**src/rtl/uart_tx_pkg.sv**
```systemverilog
// Shared constants for the UART transmitter: FSM encodings and default sizing.
package uart_tx_pkg;

  localparam int unsigned DefClksPerBit = 87;
  localparam int unsigned DefFifoDepth  = 4;

  // Kept as plain constants so older code that compares raw state bits still works.
  localparam logic [1:0] StIdle  = 2'd0;
  localparam logic [1:0] StStart = 2'd1;
  localparam logic [1:0] StData  = 2'd2;
  localparam logic [1:0] StStop  = 2'd3;

endpackage

```
**src/rtl/uart_tx_if.sv**
```systemverilog
// CPU-side write port of the UART transmitter.
interface uart_tx_if;

  logic       wr_en;
  logic [7:0] wr_data;
  logic       full;
  logic       busy;
  logic       overflow;

  modport master (
    output wr_en,
    output wr_data,
    input  full,
    input  busy,
    input  overflow
  );

  modport slave (
    input  wr_en,
    input  wr_data,
    output full,
    output busy,
    output overflow
  );

endinterface

```
**src/rtl/tx_fifo.sv**
```systemverilog
// Transmit byte FIFO; pushes while full are ignored, full is a registered flag.
module tx_fifo
  import uart_tx_pkg::*;
#(
  parameter int unsigned DEPTH = DefFifoDepth
) (
  input  logic                     clk,
  input  logic                     rst_n,
  input  logic                     push,
  input  logic                     pop,
  input  logic [7:0]               din,
  output logic [7:0]               dout,
  output logic [$clog2(DEPTH):0]   count,
  output logic                     full
);

  localparam int unsigned PtrW = $clog2(DEPTH);

  logic [7:0]      mem_q [DEPTH];
  logic [PtrW-1:0] wr_ptr_q, rd_ptr_q;
  logic [PtrW:0]   count_q, count_d;
  logic            full_q;
  logic            do_push, do_pop;

  assign do_push = push & ~full_q;
  assign do_pop  = pop & (count_q != '0);

  // Occupancy update; a simultaneous push and pop leaves it unchanged.
  always_comb begin
    count_d = count_q;
    case ({do_push, do_pop})
      2'b10:   count_d = count_q + (PtrW + 1)'(1);
      2'b01:   count_d = count_q - (PtrW + 1)'(1);
      default: count_d = count_q;
    endcase
  end

  // Pointers wrap naturally since DEPTH is a power of two.
  always_ff @(posedge clk or negedge rst_n) begin
    if (!rst_n) begin
      wr_ptr_q <= '0;
      rd_ptr_q <= '0;
      count_q  <= '0;
      full_q   <= 1'b0;
    end else begin
      if (do_push) wr_ptr_q <= wr_ptr_q + PtrW'(1);
      if (do_pop)  rd_ptr_q <= rd_ptr_q + PtrW'(1);
      count_q <= count_d;
      full_q  <= (count_d == (PtrW + 1)'(DEPTH));
    end
  end

  // Storage needs no reset; the pointers define what is valid.
  always_ff @(posedge clk) begin
    if (do_push) mem_q[wr_ptr_q] <= din;
  end

  assign dout  = mem_q[rd_ptr_q];
  assign count = count_q;
  assign full  = full_q;

endmodule

```
**src/rtl/uart_tx.sv**
```systemverilog
// 8N1 UART transmitter with a small write FIFO; frames run back to back while data is queued.
module uart_tx
  import uart_tx_pkg::*;
#(
  parameter int unsigned CLKS_PER_BIT = DefClksPerBit,
  parameter int unsigned FIFO_DEPTH   = DefFifoDepth
) (
  input  logic     clk,
  input  logic     rst_n,
  uart_tx_if.slave bus,
  output logic     tx
);

  localparam int unsigned  CntW      = $clog2(CLKS_PER_BIT);
  localparam int unsigned  PtrW      = $clog2(FIFO_DEPTH);
  localparam logic [CntW-1:0] CntReload = CntW'(CLKS_PER_BIT - 1);

  logic [1:0]      state_q, state_d;
  logic [CntW-1:0] cnt_q, cnt_d;
  logic [2:0]      bit_idx_q, bit_idx_d;
  logic [7:0]      shift_q, shift_d;
  logic            tx_q, tx_d;
  logic            overflow_q;

  logic            fifo_pop;
  logic [7:0]      fifo_dout;
  logic [PtrW:0]   fifo_count;
  logic            fifo_full;
  logic            fifo_empty;
  logic            bit_done;

  tx_fifo #(
    .DEPTH (FIFO_DEPTH)
  ) u_fifo (
    .clk   (clk),
    .rst_n (rst_n),
    .push  (bus.wr_en),
    .pop   (fifo_pop),
    .din   (bus.wr_data),
    .dout  (fifo_dout),
    .count (fifo_count),
    .full  (fifo_full)
  );

  assign fifo_empty = (fifo_count == '0);
  assign bit_done   = (cnt_q == '0);

  // Next-state: baud down-counter, bit index and FIFO pop at frame boundaries.
  always_comb begin
    state_d   = state_q;
    cnt_d     = cnt_q;
    bit_idx_d = bit_idx_q;
    shift_d   = shift_q;
    fifo_pop  = 1'b0;
    case (state_q)
      StIdle: begin
        if (!fifo_empty) begin
          fifo_pop = 1'b1;
          shift_d  = fifo_dout;
          cnt_d    = CntReload;
          state_d  = StStart;
        end
      end
      StStart: begin
        if (bit_done) begin
          cnt_d     = CntReload;
          bit_idx_d = 3'd0;
          state_d   = StData;
        end else begin
          cnt_d = cnt_q - CntW'(1);
        end
      end
      StData: begin
        if (bit_done) begin
          cnt_d     = CntReload;
          bit_idx_d = bit_idx_q + 3'd1;
          if (bit_idx_q == 3'd7) state_d = StStop;
        end else begin
          cnt_d = cnt_q - CntW'(1);
        end
      end
      StStop: begin
        if (bit_done) begin
          if (!fifo_empty) begin
            // Chain straight into the next start bit with no idle cycle.
            fifo_pop = 1'b1;
            shift_d  = fifo_dout;
            cnt_d    = CntReload;
            state_d  = StStart;
          end else begin
            state_d = StIdle;
          end
        end else begin
          cnt_d = cnt_q - CntW'(1);
        end
      end
      default: state_d = StIdle;
    endcase
  end

  // Line level for the current state; registered below so tx never glitches.
  always_comb begin
    case (state_q)
      StStart: tx_d = 1'b0;
      StData:  tx_d = shift_q[bit_idx_q];
      default: tx_d = 1'b1;
    endcase
  end

  // State registers; reset aborts any frame and forces the line idle.
  always_ff @(posedge clk or negedge rst_n) begin
    if (!rst_n) begin
      state_q    <= StIdle;
      cnt_q      <= '0;
      bit_idx_q  <= '0;
      shift_q    <= '0;
      tx_q       <= 1'b1;
      overflow_q <= 1'b0;
    end else begin
      state_q    <= state_d;
      cnt_q      <= cnt_d;
      bit_idx_q  <= bit_idx_d;
      shift_q    <= shift_d;
      tx_q       <= tx_d;
      overflow_q <= overflow_q | (bus.wr_en & fifo_full);
    end
  end

  assign tx           = tx_q;
  assign bus.full     = fifo_full;
  assign bus.overflow = overflow_q;
  assign bus.busy     = !fifo_empty || (state_q != StIdle);

endmodule

```
**src/flat_wrapper.sv**
```systemverilog
// flat-port wrapper written by rule: the top's interface ports become plain ports
module uart_tx_flat import uart_tx_pkg::*;
#(
  parameter int unsigned CLKS_PER_BIT = DefClksPerBit,
  parameter int unsigned FIFO_DEPTH   = DefFifoDepth
)
  (clk, rst_n, tx, bus_wr_en, bus_wr_data, bus_full, bus_busy, bus_overflow);
  uart_tx_if bus_i ();
  input  logic clk;
  input  logic rst_n;
  output logic tx;
  input wire logic [$bits(bus_i.wr_en)-1:0] bus_wr_en;
  input wire logic [$bits(bus_i.wr_data)-1:0] bus_wr_data;
  output wire logic [$bits(bus_i.full)-1:0] bus_full;
  output wire logic [$bits(bus_i.busy)-1:0] bus_busy;
  output wire logic [$bits(bus_i.overflow)-1:0] bus_overflow;
  assign bus_i.wr_en = bus_wr_en;
  assign bus_i.wr_data = bus_wr_data;
  assign bus_full = bus_i.full;
  assign bus_busy = bus_i.busy;
  assign bus_overflow = bus_i.overflow;
  uart_tx #(.CLKS_PER_BIT(CLKS_PER_BIT), .FIFO_DEPTH(FIFO_DEPTH)) u_core (.clk(clk), .rst_n(rst_n), .bus(bus_i), .tx(tx));
endmodule
```
**config.mk**
```make
export PLATFORM = sky130hd
export DESIGN_NAME = uart_tx_flat
export DESIGN_NICKNAME = d
export VERILOG_FILES = /design/src/rtl/uart_tx_pkg.sv /design/src/rtl/uart_tx_if.sv /design/src/rtl/tx_fifo.sv /design/src/rtl/uart_tx.sv /design/src/flat_wrapper.sv
export SDC_FILE = /design/constraint.sdc
export NUM_CORES = 1
export LEC_CHECK = 0
export CAP_MARGIN = 20
export CORE_ASPECT_RATIO = 1.2
export CORE_MARGIN = 2
export CORE_UTILIZATION = 30
export DETAILED_ROUTE_END_ITERATION = 7
export REMOVE_ABC_BUFFERS = 1
export SLEW_MARGIN = 30
export SYNTH_ARGS = -nofsm -noshare
export SYNTH_HDL_FRONTEND = slang
export SYNTH_SLANG_ARGS = --single-unit
```
**constraint.sdc**
```tcl
create_clock -name clk -period 3.27 [get_ports clk]
set_clock_uncertainty 0.05 [all_clocks]
set_input_delay 0.654 -clock clk [delete_from_list [all_inputs] [get_ports clk]]
set_output_delay 0.654 -clock clk [all_outputs]
set_load 0.03 [all_outputs]
```
# ---- Word-level counts from Yosys, hierarchy flattened
# Memories as Yosys holds them, arrays and structs flattened.
# Cells that the tools add are included.
dict set report op_classes {
  n_addsub 6
  magnitude_cmp 1
  n_eq_ne 12
  bitwise_logic 5
  reduce_logical 13
  n_mux 26
}
# cell n
set ops {}
lappend ops {{$mux 7} 3}
lappend ops {{$pmux 7 s3} 1}
lappend ops {{$mux 8} 2}
lappend ops {{$pmux 8 s2} 1}
lappend ops {{$pmux 3 s2} 2}
lappend ops {{$mux 2} 5}
lappend ops {{$ne 2x1->1 const B} 4}
lappend ops {{$pmux 2 s4} 1}
lappend ops {{$logic_not 7->1} 1}
lappend ops {{$sub 7x1->7 const B} 1}
lappend ops {{$add 3x1->3 const B} 2}
lappend ops {{$eq 2x2->1 const B} 3}
lappend ops {{$eq 3x3->1 const B} 2}
lappend ops {{$mux 1} 6}
lappend ops {{$mux 3} 2}
lappend ops {{$reduce_bool 2->1} 3}
lappend ops {{$reduce_and 5->1} 1}
lappend ops {{$add 2x1->2 const B} 2}
lappend ops {{$eq 2x1->1 const B} 2}
lappend ops {{$lt 3x4->1 const B} 1}
lappend ops {{$pmux 1 s2} 2}
lappend ops {{$and 1x1->1} 3}
lappend ops {{$bmux 1 s3} 1}
lappend ops {{$logic_not 3->1} 1}
lappend ops {{11 further kinds} 11}
dict set report word_totals {
  mem_count 1
  output_inout_bits 4
  ramBits 32
  in_bits 11
  regBits 30
  wordCells 74
}
# memory words word_bits read_ports rd_ports_with_merged_regs write_ports line_no
set memory_table {}
lappend memory_table {u_core.u_fifo.mem_q 4 8 1 0 1 tx_fifo.sv:19} ;# logic [7:0] mem_q [DEPTH];

# ---- Longest topological paths before layout
dict set report depth {
  word_depth 8
  ltp_mapped 11
  ltp_nobuf 11
}

# ---- Cells and area by module
# A second synthesis with hierarchy kept.
dict set report hier_totals {
  cells_unflattened 199
  hier_area_um2 2902.8
}
# mod seq_area_each_um2 area_per_inst_um2 cells_each instances
set modules_own_cells {}
lappend modules_own_cells {tx_fifo 1161.1 1597.8 82 1}
lappend modules_own_cells {uart_tx 551.8 1305.0 117 1}

# ---- Least setup slack after synthesis
# No wires, ideal clock.
dict set report synth_timing {
  kind {flip-flop to flip-flop}
  startpoint {reg u_core.cnt_q[0]}
  endpoint {reg u_core.u_fifo.full_q, in the netlist u_core.u_fifo.full}
  n_path_buf 0
  path_slack_ps 752
  synth_period_minus_slack_ps 2518
  setup_time_ps 88
  stages_incl_launch_ff 10
  arrival_time_ps 2380
  required_ps 3132
  cell_sequence {dfrtp_1 -> inv_1 -> ha_1 -> nor4b_4 -> a31oi_1 -> nor3_1 -> ha_1 -> fa_1 -> mux2_2 -> nor3b_1}
}
dict set report synth_via {
  elab_chain_cells 7
  elab_cells_between_ends 8
  classes_between {3 x eq/ne; 3 x mux; 1 x bitwise; 1 x reduce/logical}
}
# element line_no
set synth_lines {}
lappend synth_lines {{start, declared} uart_tx.sv:19} ;# logic [CntW-1:0] cnt_q, cnt_d;
lappend synth_lines {{start signal, assigned} uart_tx.sv:121} ;# cnt_q <= cnt_d;
lappend synth_lines {{$logic_not 7->1 (*)} uart_tx.sv:46} ;# assign bit_done = (cnt_q == '0);
lappend synth_lines {{$mux 1 (*)} uart_tx.sv:83} ;# if (bit_done) begin
lappend synth_lines {{$pmux 1 s2 (*)} uart_tx.sv:55} ;# case (state_q)
lappend synth_lines {{$and 1x1->1 (*)} tx_fifo.sv:26} ;# assign do_pop = pop & (count_q != '0);
lappend synth_lines {{$eq 2x1->1 or $eq 2x2->1 (tied branches)} tx_fifo.sv:31} ;# case ({do_push, do_pop})
lappend synth_lines {{$pmux 3 s2 (*)} tx_fifo.sv:31}
lappend synth_lines {{via u_core.u_fifo.count_d[1]} tx_fifo.sv:21} ;# logic [PtrW:0] count_q, count_d;
lappend synth_lines {{$eq 3x3->1 (*)} tx_fifo.sv:49} ;# full_q <= (count_d == (PtrW + 1)'(DEPTH));
lappend synth_lines {{end signal, assigned} tx_fifo.sv:49}
lappend synth_lines {{end, declared} tx_fifo.sv:22} ;# logic full_q;
# Mark *: on every way through the listed nets, which the timed path passes. The rest lies on a longest branch.
# A chain may end at the register's enable or synchronous reset.

# ---- Worst setup path in the final report
# Ends and elaborated chain as after synthesis.

==> impl_metrics.json <==
{
  "clk_latency_ns": 0.32,
  "wl_met3_um": 155,
  "clk_pin_slew_ns": 0.06,
  "required_ns": 3.46,
  "maxUsedRoutingLayer": "met4",
  "wl_per_cell_um": 14.6,
  "fin_crit_ns": 2.77,
  "seq_area_mm2": 0.00171,
  "syn_to_final_growth_pct": 19.2,
  "critPathArrivalTime_ns": 2.96,
  "rsz0062_at_grt": "no",
  "wl_met2_um": 2450,
  "ys_ff_latch": 62,
  "grt_max_degree": 31,
  "postPlaceCellArea_mm2": 0.00319,
  "final_common_cell": "edfxtp_1",
  "start_util_pct": 30.7,
  "netlist_area_mm2": 0.00291,
  "vdd_drop_max_uv": 408,
  "cp_cell_sequence": "inv_1, ha_1, nor4b_4, a31oi_1, nor3_1, ha_1, fa_1, mux2_2, nor3b_1",
  "netlist_instances": 191,
  "p_clk_share_pct": 24.4,
  "hold_buffers": 0,
  "finish.net_count": 236,
  "fill_cells": 902,
  "leakagePower_nw": 1.35,
  "slew_headroom_pct": 53.7,
  "ys.flop_type": "edfxtp_1",
  "clockBufferDepth": 2,
  "overflow": 0,
  "critical_path_class": "register to register",
  "post_cts_resized": 0,
  "seq_power_share_pct": 36.4,
  "cp-end-kind": "register",
  "slew_violations": 0,
  "drtIter0Drc": 105,
  "portBuffers": 14,
  "tns_ns": 0,
  "setup_violations": 0,
  "crit_fanout": 5,
  "die_h_um": 112,
  "design.core.area_mm2": 0.00947,
  "layout_common_cells": "32 x edfxtp_1, 29 x dfrtp_1, 14 x clkdlybuf4s50_1",
  "dieWidth_um": 93.9,
  "track_usage_pct": 10.7,
  "dp_hpwl_um": 3320,
  "vias_per_cell": 4.77,
  "cp_common_cell": "ha_1",
  "fmax_mhz": 361,
  "hold_class": "register to register",
  "syn_avg_cell_area_um2": 15.2,
  "clkSinkCount": 62,
  "max-cap-violations": 0,
  "period_share_pct": 84.8,
  "status": "finished, final reports clean",
  "switching_share_pct": 35.0,
  "drt.antenna.violating_nets": 0,
  "drive_above_1_share_pct": 22.2,
  "cts_tree": "yes",
  "cts_made_buffers": 9,
  "final_area_mm2": 0.00347,
  "cellPowerDensity_mw_per_mm2": 1040,
  "grt_pass1_wl_um": 8560,
  "hold_violations": 0,
  "pin_count": 15,
  "synth_edf_count": 32,
  "grt_pass1_vias": 1702,
  "wirelength_um": 4950,
  "cpMaxStageDelayCell": "fa_1",
  "root_buffer": "clkbuf_16",
  "yosysUniqueCellTypes": 47,
  "antenna_found_initial": 0,
  "num_antenna_cells": 0,
  "ys_async_sr_fraction_pct": 48.4,
  "multi_input_area_mm2": 0.00112,
  "die_area_mm2": 0.0105,
  "synth.yosys.warnings": 0,
  "worst_slew_pin_slew_ns": 0.690,
  "combPwrFrac_pct": 39.2,
  "synth_seq_area_share_pct": 58.9,
  "p_int_mw": 2.34,
  "gp_routability_congestion": 0.791,
  "htree_levels": 3,
  "switchingPower_mw": 1.26,
  "vias": 1618,
  "wl_met1_um": 2250,
  "drc": 0,
  "dr.pass1.iters": 4,
  "power.total_mw": 3.60,
  "cts_setup_buffers": 0,
  "std_cell_rows": 39,
  "slowest_delay_ns": 0.42,
  "startpoint_type": "register"
}
-- Yosys cell counts, types with 2 or more instances --
cell type / number / area share, %
edfxtp_1: 32 / 33
dfrtp_1: 29 / 25
ha_1: 13 / 5.6
mux4_2: 10 / 7.7
a22o_1: 9 / 2.7
inv_1: 9 / 1.2
mux2_4: 8 / 4.1
nor2_1: 8 / 1.0
clkbuf_1: 5 / 0.65
nor3_1: 5 / 0.86
a21oi_1: 4 / 0.69
and2_1: 4 / 0.86
a21o_1: 3 / 0.77
a31oi_1: 3 / 0.65
mux2i_1: 3 / 1.0
nand2_1: 3 / 0.39
o21ai_0: 3 / 0.52
or3_1: 3 / 0.65
xnor2_1: 3 / 0.90
xor2_1: 3 / 0.90
a211oi_1: 2 / 0.52
mux2_2: 2 / 0.77
o21bai_1: 2 / 0.52
o22ai_1: 2 / 0.43
-- through the flow --
| stage | util, % | hold WS, ns | setup slack, ns | instances |
|---|---|---|---|---|
| after floorplan | - | 0.308 | 0.752 | 183 |
| after global placement | 33.7 | 0.388 | 0.560 | 323 |
| after detailed placement | 33.7 | 0.397 | 0.502 | 323 |
| after CTS | 36.6 | 0.410 | 0.487 | 339 |
| after global routing | 36.6 | 0.421 | 0.212 | 339 |
| final | 36.6 | 0.406 | 0.497 | 339 |
-- per-layer routing --
layer | up-vias | track usage, %
met4 | 0 | 5.51
li1 | 773 | -
met5 | - | 0
met2 | 24 | 16.8
met3 | 10 | 2.64
met1 | 811 | 13.6
-- flip-flops by register name, indices dropped and copies added (netlist names) --
name                    cells
u_core.cnt_q                7
u_core.u_fifo.count         3
u_core.u_fifo.wr_ptr_q      2
u_core.bus.overflow         1
u_core.bit_idx_q            3
u_core.u_fifo.rd_ptr_q      2
u_core.state_q              2
u_core.u_fifo.mem_q        32
u_core.shift_q              8
u_core.u_fifo.full          1
u_core.tx                   1
-- final timing paths --
check / from / slack [ns] / cells after the start / end
max in group asynchronous: rst_n / 2.17 / 2 / u_core.tx
min in group asynchronous: rst_n / 0.67 / 2 / u_core.cnt_q[5]
worst max-delay path: u_core.cnt_q[0] / 0.50 / 9 / u_core.u_fifo.full
worst max register to register: u_core.cnt_q[0] / 0.50 / 9 / u_core.u_fifo.full
worst min-delay path: u_core.bus.overflow / 0.41 / 1 / u_core.bus.overflow
worst min register to register: u_core.bus.overflow / 0.41 / 1 / u_core.bus.overflow
-- final cells by class --
class / count / share of cell area [%]
well taps: 123 / 4.44
inverters: 9 / 0.974
multi-input cells: 112 / 32.4
clock inverters: 7 / 1.59
flip-flops and latches: 62 / 49.4
repair buffers: 17 / 4.69
clock buffers: 9 / 6.50
-- power groups by stage --
stage / Sequential (mW) / Clock [mW] / Combinational [mW]
6_report: 1.31 / 0.878 / 1.41
5_1_grt: 1.35 / 0.936 / 1.57
4_1_cts: 1.32 / 0.895 / 1.44
3_5_place_dp: 1.33 / 0 / 1.43
3_3_place_gp: 1.32 / 0 / 1.41
2_1_floorplan: 1.28 / 0 / 1.14
-- worst max-delay path: cells and delay by family (launching register included) --
kind	cells	cell delay [ns]
AO/OA/AOI/OAI	1	0.17
adder cells (fa/ha/maj)	3	0.92
buffers and inverters	1	0.09
flip-flops	1	0.37
multiplexers	1	0.28
AND/OR/NAND/NOR	3	0.81
-- logic make-up (layout without fill, tap and decap cells) --
family,after synthesis,count (layout),synth area share (%)
simple gates,34,34,7.70
mux,23,23,13.7
compound gates,35,35,9.16
flops,62,62,58.9
fa+ha+maj,14,14,6.28
xor+xnor,6,6,1.81
buf+inv,17,42,2.49
No activity file was read; power rests on OpenSTA's default activity.
